$ cat src/rtl/seq_fill_engine.sv
// rtl/seq_fill_engine.sv - in-place gap-fill engine for (value, credibility) byte-pair sequences
module seq_fill_engine #(
  parameter int DATA_W   = 8,
  parameter int ADDR_W   = 16,
  parameter int LEN_W    = 10,
  parameter int CRED_W   = 8,
  parameter int CRED_MAX = 31
) (
  input  logic              I_CLOCK,
  input  logic              I_RESET,
  input  logic              I_START,
  input  logic              I_ABORT,
  input  logic [ADDR_W-1:0] I_ADD,
  input  logic [LEN_W-1:0]  I_K,
  input  logic [CRED_W-1:0] I_DECAY,
  input  logic              I_HOLD_EN,
  output logic [ADDR_W-1:0] O_MEMORY_ADDRESS,
  output logic              O_MEMORY_ENABLE,
  output logic [DATA_W-1:0] O_MEMORY_WRITE_DATA,
  output logic              O_MEMORY_WRITE_ENABLE,
  input  logic [DATA_W-1:0] I_MEMORY_READ_DATA,
  output logic              O_BUSY,
  output logic              O_DONE,
  output logic [LEN_W-1:0]  O_FILL_COUNT
);

  typedef enum logic [2:0] {
    S_IDLE = 3'd0,
    S_RD   = 3'd1,
    S_CAP  = 3'd2,
    S_WRV  = 3'd3,
    S_WRC  = 3'd4,
    S_DONE = 3'd5
  } state_t;

  localparam logic [CRED_W-1:0] CRED_FULL = CRED_W'(CRED_MAX);

  // Credibility goes out on the data bus zero-extended or truncated to DATA_W.
  function automatic logic [DATA_W-1:0] cred_to_data(input logic [CRED_W-1:0] c);
    logic [DATA_W+CRED_W-1:0] wide;
    wide = {{DATA_W{1'b0}}, c};
    return wide[DATA_W-1:0];
  endfunction

  state_t            state, state_n;
  logic [ADDR_W-1:0] base_q, base_n;
  logic [LEN_W-1:0]  k_q, k_n, idx_q, idx_n, fill_q, fill_n;
  logic [CRED_W-1:0] decay_q, decay_n, cred_q, cred_n;
  logic              hold_q, hold_n;
  logic [DATA_W-1:0] cap_q, cap_n, last_q, last_n;
  logic [ADDR_W-1:0] addr_q, addr_n, entry_addr;
  logic              en_q, en_n, we_q, we_n, busy_q, busy_n, done_q, done_n;
  logic [DATA_W-1:0] wdata_q, wdata_n;
  logic              in_run;

  assign O_MEMORY_ADDRESS      = addr_q;
  assign O_MEMORY_ENABLE       = en_q;
  assign O_MEMORY_WRITE_DATA   = wdata_q;
  assign O_MEMORY_WRITE_ENABLE = we_q;
  assign O_BUSY                = busy_q;
  assign O_DONE                = done_q;
  assign O_FILL_COUNT          = fill_q;

  // Next-state, datapath updates and the registered output values for the state being entered.
  always_comb begin
    state_n    = state;
    base_n     = base_q;
    k_n        = k_q;
    decay_n    = decay_q;
    hold_n     = hold_q;
    idx_n      = idx_q;
    last_n     = last_q;
    cred_n     = cred_q;
    cap_n      = cap_q;
    fill_n     = fill_q;
    addr_n     = '0;
    en_n       = 1'b0;
    we_n       = 1'b0;
    wdata_n    = '0;
    in_run     = (state == S_RD) || (state == S_CAP) || (state == S_WRV) || (state == S_WRC);

    if (I_ABORT && in_run) begin
      // Abort discards the entry in progress; nothing else is updated.
      state_n = S_IDLE;
    end else begin
      case (state)
        S_IDLE: begin
          if (I_START) begin
            base_n  = I_ADD;
            k_n     = I_K;
            decay_n = I_DECAY;
            hold_n  = I_HOLD_EN;
            idx_n   = '0;
            last_n  = '0;
            cred_n  = '0;
            fill_n  = '0;
            state_n = (I_K != '0) ? S_RD : S_DONE;
          end
        end
        S_RD: state_n = S_CAP;
        S_CAP: begin
          cap_n   = I_MEMORY_READ_DATA;
          state_n = S_WRV;
        end
        S_WRV: begin
          if (cap_q != '0) begin
            last_n = cap_q;
            cred_n = CRED_FULL;
          end else begin
            cred_n = (cred_q > decay_q) ? (cred_q - decay_q) : '0;
            fill_n = fill_q + LEN_W'(1);
          end
          state_n = S_WRC;
        end
        S_WRC: begin
          if (idx_q == k_q - LEN_W'(1)) begin
            state_n = S_DONE;
          end else begin
            idx_n   = idx_q + LEN_W'(1);
            state_n = S_RD;
          end
        end
        S_DONE: if (!I_START) state_n = S_IDLE;
        default: state_n = S_IDLE;
      endcase
    end

    entry_addr = base_n + ADDR_W'({idx_n, 1'b0});
    case (state_n)
      S_RD: begin
        en_n   = 1'b1;
        addr_n = entry_addr;
      end
      S_WRV: begin
        en_n    = 1'b1;
        we_n    = 1'b1;
        addr_n  = entry_addr;
        wdata_n = (cap_n != '0) ? cap_n : (hold_n ? last_n : '0);
      end
      S_WRC: begin
        en_n    = 1'b1;
        we_n    = 1'b1;
        addr_n  = entry_addr + ADDR_W'(1);
        wdata_n = cred_to_data(cred_n);
      end
      default: ;
    endcase
    busy_n = (state_n != S_IDLE) && (state_n != S_DONE);
    done_n = (state_n == S_DONE);
  end

  // State, datapath and output registers; asynchronous reset clears everything.
  always_ff @(posedge I_CLOCK or posedge I_RESET) begin
    if (I_RESET) begin
      state   <= S_IDLE;
      base_q  <= '0;
      k_q     <= '0;
      decay_q <= '0;
      hold_q  <= 1'b0;
      idx_q   <= '0;
      last_q  <= '0;
      cred_q  <= '0;
      cap_q   <= '0;
      fill_q  <= '0;
      addr_q  <= '0;
      en_q    <= 1'b0;
      we_q    <= 1'b0;
      wdata_q <= '0;
      busy_q  <= 1'b0;
      done_q  <= 1'b0;
    end else begin
      state   <= state_n;
      base_q  <= base_n;
      k_q     <= k_n;
      decay_q <= decay_n;
      hold_q  <= hold_n;
      idx_q   <= idx_n;
      last_q  <= last_n;
      cred_q  <= cred_n;
      cap_q   <= cap_n;
      fill_q  <= fill_n;
      addr_q  <= addr_n;
      en_q    <= en_n;
      we_q    <= we_n;
      wdata_q <= wdata_n;
      busy_q  <= busy_n;
      done_q  <= done_n;
    end
  end

endmodule

$ cat config.mk
export PLATFORM = sky130hd
export DESIGN_NAME = seq_fill_engine
export DESIGN_NICKNAME = d
export VERILOG_FILES = /design/src/rtl/seq_fill_engine.sv
export SDC_FILE = /design/constraint.sdc
export NUM_CORES = 1
export LEC_CHECK = 0
export CAP_MARGIN = 30
export CORE_MARGIN = 2
export CORE_UTILIZATION = 55
export CTS_BUF_LIST = sky130_fd_sc_hd__clkbuf_2 sky130_fd_sc_hd__clkbuf_4 sky130_fd_sc_hd__clkbuf_8
export CTS_CLUSTER_SIZE = 10
export DETAILED_ROUTE_END_ITERATION = 8
export PLACE_DENSITY_LB_ADDON = 0.08
export SETUP_SLACK_MARGIN = 0.4
export SYNTH_ARGS = -nofsm -noshare
export SYNTH_HDL_FRONTEND = slang
export SYNTH_SLANG_ARGS = --single-unit
$ cat constraint.sdc
create_clock -name I_CLOCK -period 7.1 [get_ports I_CLOCK]
set_clock_uncertainty 0.2 [all_clocks]
set_input_delay 1.42 -clock I_CLOCK [delete_from_list [all_inputs] [get_ports I_CLOCK]]
set_output_delay 1.42 -clock I_CLOCK [all_outputs]
set_load 0.03 [all_outputs]
==> flow_summary.yaml, run 1 <==
outcome:
  status: "complete, no violations"
sta:
  max_freq_mhz: 156.6
  final-hold-violation-count: 0
  rsz0062_at_grt: "false"
  slew_violations: 0
  finalCriticalPeriod_ns: 6.387
  setup_violations: 0
  max_slew.worst_pin.slew_ns: 0.7259
  whs_ns: 0.2931
  max_slew_margin: 0.5161
  post-route-period-util: 0.8996
  setup_tns_ns: 0
clock_tree:
  cts-htree-levels: 3
  postCtsSetupBuffers: 0
  clock_path_buffers: 2
  cts-resized-gates: 0
  numCtsBuffers: 9
  ctsHoldBuffers: 0
  clock-sinks: 110
  cts_tree: "done"
  clkTransAtPathRegs_ns: 0.12
  clk_latency_ns: 0.40
  cts_root_buf: "clkbuf_8"
place:
  hpwl_um: 11540
  io_buffers: 84
  finalWeightedCongestion: 0.9044
synth:
  ys_seq_elements: 110
  yosys_warnings: 0
  postSynthAreaPerCell_um2: 9.522
  synth_top_cells_by_area: "dfrtp_1 (43%), nand2_1 (4.3%), ha_1 (4.3%)"
  yosysSeqAreaShare: 0.4251
  yosysTopAreaCellShare: 0.4251
  syn-num-nets: 751
  yosys.cell_types.count: 73
  synth_area_leader_cell: "dfrtp_1"
  yosys-top-cells-count: "dfrtp_1 (110), nand2_1 (75), o21ai_0 (44), nor2_1 (43), inv_1 (39)"
  synth_edf_count: 0
  syn_inst: 680
  netlist_area_um2: 6475
  yosysMostFrequentCell: "dfrtp_1"
  async_reset_ff_frac: 1.000
  synth_ff_type: "dfrtp_1"
grt:
  grt_pass1_wl_um: 26610
  antenna_found_initial: 0
  grt_use_total: 0.2612
  first_global_vias: 5367
  grt_remaining_overflow: 0
  grt_max_degree: 57
routing:
  drtAntennaViolNets: 0
  wl_per_cell_um: 17.54
  num_vias: 5421
  postRouteWirelength_um: 15840
  drc: 0
  drt_iter0_markers: 395
  firstDrtPassIters: 5
  vias_per_cell: 6.003
floorplanning:
  die-area_um2: 12660
  start_util: 0.5646
  rows: 39
  dieHeight_um: 112.5
  boundaryPins: 85
  coreArea_um2: 11470
  die_x_um: 112.5
cells_and_area:
  fin_nets: 826
  area_growth_pct: 18.36
  drive_gt1_frac: 0.09737
  diodes: 0
pwr:
  p_leak_nw: 3.443
  power.density_nw_per_um2: 378.2
  ir_worst_vdd_mv: 0.3023
worst_setup_path:
  crit_path_end_kind: "register"
  critPathArrivalTime_ns: 6.46
  crit_path_end: "O_MEMORY_ADDRESS[13]$_DFF_PP0_"
  cp_max_fo: 12
  regToRegStartpoint: "k_q[3]$_DFFE_PP0P_"
  worstPathRequired_ns: 7.17
  startpoint: "I_ABORT"
  cp-start-kind: "input pin"
  r2r_setup_slack_ns: 0.87
  r2r-end: "O_MEMORY_ADDRESS[13]$_DFF_PP0_"
  r2r_cells: 21
  crit_type: "input pin to register"
min_path:
  hold_class: "register to register"
run:
  cap_violations: 0
[worst min-delay path by stage]
stage | start | endpoint | cells past startpoint
floorplan | last_q[0]$_DFF_PP0_ | last_q[0]$_DFF_PP0_ | 2
global placement | last_q[1]$_DFF_PP0_ | last_q[1]$_DFF_PP0_ | 2
detailed placement | last_q[1]$_DFF_PP0_ | last_q[1]$_DFF_PP0_ | 2
CTS | cred_q[6]$_DFF_PP0_ | cred_q[6]$_DFF_PP0_ | 1
global route | last_q[5]$_DFF_PP0_ | last_q[5]$_DFF_PP0_ | 2
finish | last_q[2]$_DFF_PP0_ | last_q[2]$_DFF_PP0_ | 2
[cells by family after synthesis]
kind of cell	share of synthesized area
xor gates and xnor gates	0.05952
muxes	0.05836
adders and majority gates	0.04870
DFF	0.4251
and+or+nand+nor	0.1797
AOI/OAI and AO/OA	0.1882
buffers and inverters	0.04038
[power breakdown]
part / internal [mW] / switching [mW]
Combinational: 0.627 / 0.890
Clock: 0.180 / 0.238
Sequential: 0.828 / 0.135
Total: 1.64 / 1.26
[cell type report]
class | instances | area (um2)
tap | 143 | 178.9
multi-input combinational | 504 | 3478
clock inverter | 5 | 72.57
clock buffer | 11 | 138.9
timing repair buffer | 91 | 893.4
fill | 958 | 3804
sequential | 110 | 2753
inverter | 39 | 148.9
[critical path: stages]
cell and delay, ns:
clkdlybuf4s50_1 0.58, or4b_2 0.85, nor2_1 0.35, a21oi_1 0.11, a31oi_1 0.22, ha_1 0.31
a21o_1 0.20, a21oi_1 0.20, nand2b_1 0.13, a21oi_1 0.14, a21bo_2 0.23, a31oi_1 0.28
nand2_1 0.14, a31oi_1 0.31, xnor2_1 0.25, nor4_1 0.45, xnor2_1 0.19, o22ai_1 0.10
[per-stage QoR]
stage               cells  power [mW]  setup slack (ns)  area [um2]  utilization
floorplan             680       2.067            0.9090        6475            -
global placement      887       2.414            0.6579        7446       0.6493
detailed placement    887       2.463            0.3820        7446       0.6493
CTS                   903       2.894            0.5229        7657       0.6678
global route          903       3.110            0.4650        7664       0.6683
finish                903       2.899            0.7127        7664       0.6683
[layout by cell type, fill, tap and decap left out, types with 4 or more instances in the layout]
| cell | n |
|---|---|
| and4_1 | 5 |
| nor3_1 | 12 |
| and2_1 | 6 |
| nor4_1 | 8 |
| a21oi_1 | 20 |
| dfrtp_1 | 110 |
| nand2_1 | 75 |
| xor2_1 | 19 |
| a22o_1 | 8 |
| nand2b_1 | 6 |
| nor2b_1 | 6 |
| buf_4 | 7 |
| clkbuf_8 | 9 |
| o31ai_1 | 5 |
| a31oi_1 | 7 |
| inv_1 | 38 |
| a22oi_1 | 12 |
| o211ai_1 | 5 |
| o21ai_1 | 4 |
| clkdlybuf4s50_1 | 84 |
| nand3b_1 | 4 |
| ha_1 | 22 |
| nand3_1 | 19 |
| nor2_1 | 43 |
| nand4_1 | 9 |
| or3_1 | 9 |
| o22ai_1 | 15 |
| xnor2_1 | 25 |
| o21ai_0 | 44 |
| a21o_1 | 19 |
| and3_1 | 8 |
| mux2i_1 | 13 |
| mux2_2 | 22 |
[sequential cells by signal, indices dropped and copies added, names as in the netlist, 3 cells and up]
register and cells:
last_q 8, base_q 16, decay_q 8, k_q 10, idx_q 10, O_MEMORY_WRITE_DATA 8
cred_q 8, O_FILL_COUNT 10, state 3, O_MEMORY_ADDRESS 16, cap_q 8
[routing by layer]
metal | track usage | routed length, um
met1 | 0.3821 | 7803
met5 | 0 | 0
met4 | 0.06341 | 197
met2 | 0.3980 | 6891
met3 | 0.05994 | 943
No activity file was read; power rests on OpenSTA's default activity.
==> run 2: changes to the inputs <==
--- a/config.mk
+++ b/config.mk
@@ -11,7 +11,7 @@
 export CTS_BUF_LIST = sky130_fd_sc_hd__clkbuf_2 sky130_fd_sc_hd__clkbuf_4 sky130_fd_sc_hd__clkbuf_8
 export CTS_CLUSTER_SIZE = 10
 export DETAILED_ROUTE_END_ITERATION = 8
-export PLACE_DENSITY_LB_ADDON = 0.08
+export PLACE_DENSITY_LB_ADDON = 0.1
 export SETUP_SLACK_MARGIN = 0.4
 export SYNTH_ARGS = -nofsm -noshare
 export SYNTH_HDL_FRONTEND = slang
==> flow_summary.yaml, run 2 (synthesized netlist as in run 1, its figures left out) <==
floorplanning:
  start_util: 0.5646
  die-area_um2: 12660
  dieHeight_um: 112.5
  coreArea_um2: 11470
  die_x_um: 112.5
  rows: 39
  boundaryPins: 85
routing:
  top_layer: "met4"
  met2_length_um: 7074
  num_vias: 5430
  postRouteWirelength_um: 15790
  wl_met3_um: 941
  wl_per_cell_um: 17.49
  drc: 0
  m1WireLength_um: 7613
  firstDrtPassIters: 5
  vias_per_cell: 6.013
  drtAntennaViolNets: 0
  drt_iter0_markers: 328
grt:
  grt_use_total: 0.2546
  grt_remaining_overflow: 0
  antenna_found_initial: 0
  grt_max_degree: 59
  grt_pass1_wl_um: 25870
  first_global_vias: 5345
min_path:
  hold_class: "register to register"
  whs_path_depth: 2
  min_to: "last_q[2]$_DFF_PP0_"
  hold_start: "last_q[2]$_DFF_PP0_"
worst_setup_path:
  worstPathRequired_ns: 7.15
  crit_type: "input pin to register"
  r2r_cells: 21
  regToRegStartpoint: "k_q[3]$_DFFE_PP0P_"
  crit_path_end_kind: "register"
  r2r_setup_slack_ns: 0.80
  critPathArrivalTime_ns: 6.48
  cp-start-kind: "input pin"
  r2r-end: "O_MEMORY_ADDRESS[13]$_DFF_PP0_"
  cp_max_fo: 12
cells_and_area:
  area_growth_pct: 18.30
  multiInputGateArea_um2: 3491
  num-fill-cells: 939
  final_common_cell: "dfrtp_1"
  final_cell_area_um2: 7660
  fin_nets: 826
  layout.area.seq_um2: 2753
  final_cell_mix: "dfrtp_1 (110), clkdlybuf4s50_1 (84), nand2_1 (75)"
  drive_gt1_frac: 0.1000
  diodes: 0
clock_tree:
  clock-sinks: 110
  cts_root_buf: "clkbuf_8"
  ctsHoldBuffers: 0
  clkTransAtPathRegs_ns: 0.11
  cts_tree: "done"
  cts-htree-levels: 3
  clk_latency_ns: 0.39
  numCtsBuffers: 9
  clock_path_buffers: 2
pwr:
  power.density_nw_per_um2: 373.3
  ir_worst_vdd_mv: 0.2580
  p_leak_nw: 3.435
sta:
  post-route-period-util: 0.9059
  slew_violations: 0
  max_slew_margin: 0.5038
  setup_tns_ns: 0
  setup_violations: 0
  max_slew.worst_pin.slew_ns: 0.7442
  final-hold-violation-count: 0
  finalCriticalPeriod_ns: 6.432
  max_freq_mhz: 155.5
  rsz0062_at_grt: "false"
place:
  placed_area_um2: 7446
  io_buffers: 84
  hpwl_um: 11570
  finalWeightedCongestion: 0.9013
run:
  cap_violations: 0
outcome:
  status: "complete, no violations"
[run 2: layout make-up]
type | count | share of cell area
tap | 143 | 0.02336
multi-input combinational | 504 | 0.4557
sequential | 110 | 0.3594
clock inverter | 6 | 0.008331
clock buffer | 10 | 0.01715
timing repair buffer | 91 | 0.1166
inverter | 39 | 0.01944
[run 2: worst max-delay path by stage]
stage	startpoint	to	slack (ns)
detailed placement	I_ABORT	O_MEMORY_ADDRESS[13]$_DFF_PP0_	0.30
global route	I_ABORT	O_MEMORY_ADDRESS[13]$_DFF_PP0_	0.41
CTS	k_q[0]$_DFFE_PP0P_	O_MEMORY_ADDRESS[13]$_DFF_PP0_	0.44
global placement	I_ABORT	O_MEMORY_ADDRESS[13]$_DFF_PP0_	0.66
finish	I_ABORT	O_MEMORY_ADDRESS[13]$_DFF_PP0_	0.67
floorplan	I_START	O_MEMORY_ADDRESS[13]$_DFF_PP0_	0.91
[run 2: worst max-delay path, stage by stage]
cell and delay (ns):
clkdlybuf4s50_1 0.58, or4b_2 0.85, nor2_1 0.35, a21oi_1 0.13
a31oi_1 0.24, ha_1 0.31, a21o_1 0.19, a21oi_1 0.22
nand2b_1 0.14, a21oi_1 0.14, a21bo_2 0.23, a31oi_1 0.26
nand2_1 0.14, a21boi_0 0.32, o2111ai_2 0.27, nor4_2 0.36
xnor2_1 0.19, o22ai_1 0.13
[run 2: per-layer routing]
layer	GRT usage	up-vias
met5	0	-
met2	0.3912	186
met4	0.06341	0
met3	0.05994	17
met1	0.3683	2626
li1	-	2601
[run 2: power breakdown]
part / total (mW) / switching (mW) / internal (mW)
Sequential: 0.967 / 0.139 / 0.828
Combinational: 1.52 / 0.889 / 0.628
Clock: 0.376 / 0.234 / 0.142
Total: 2.86 / 1.26 / 1.60
[run 2: stage by stage]
step	util	setup slack (ns)	hold slack [ns]	total power, mW	instances
5_1_grt	0.6680	0.4133	0.3155	3.068	903
3_5_place_dp	0.6493	0.2959	0.2686	2.459	887
6_report	0.6680	0.6682	0.2941	2.860	903
3_3_place_gp	0.6493	0.6606	0.2597	2.414	887
4_1_cts	0.6663	0.4448	0.3012	2.853	903
2_1_floorplan	-	0.9090	0.2460	2.067	680
[run 2: timing repair]
action,CTS,global route
endpoints found under the setup margin,0,6
setup buffers,0,0
resized for setup,0,4
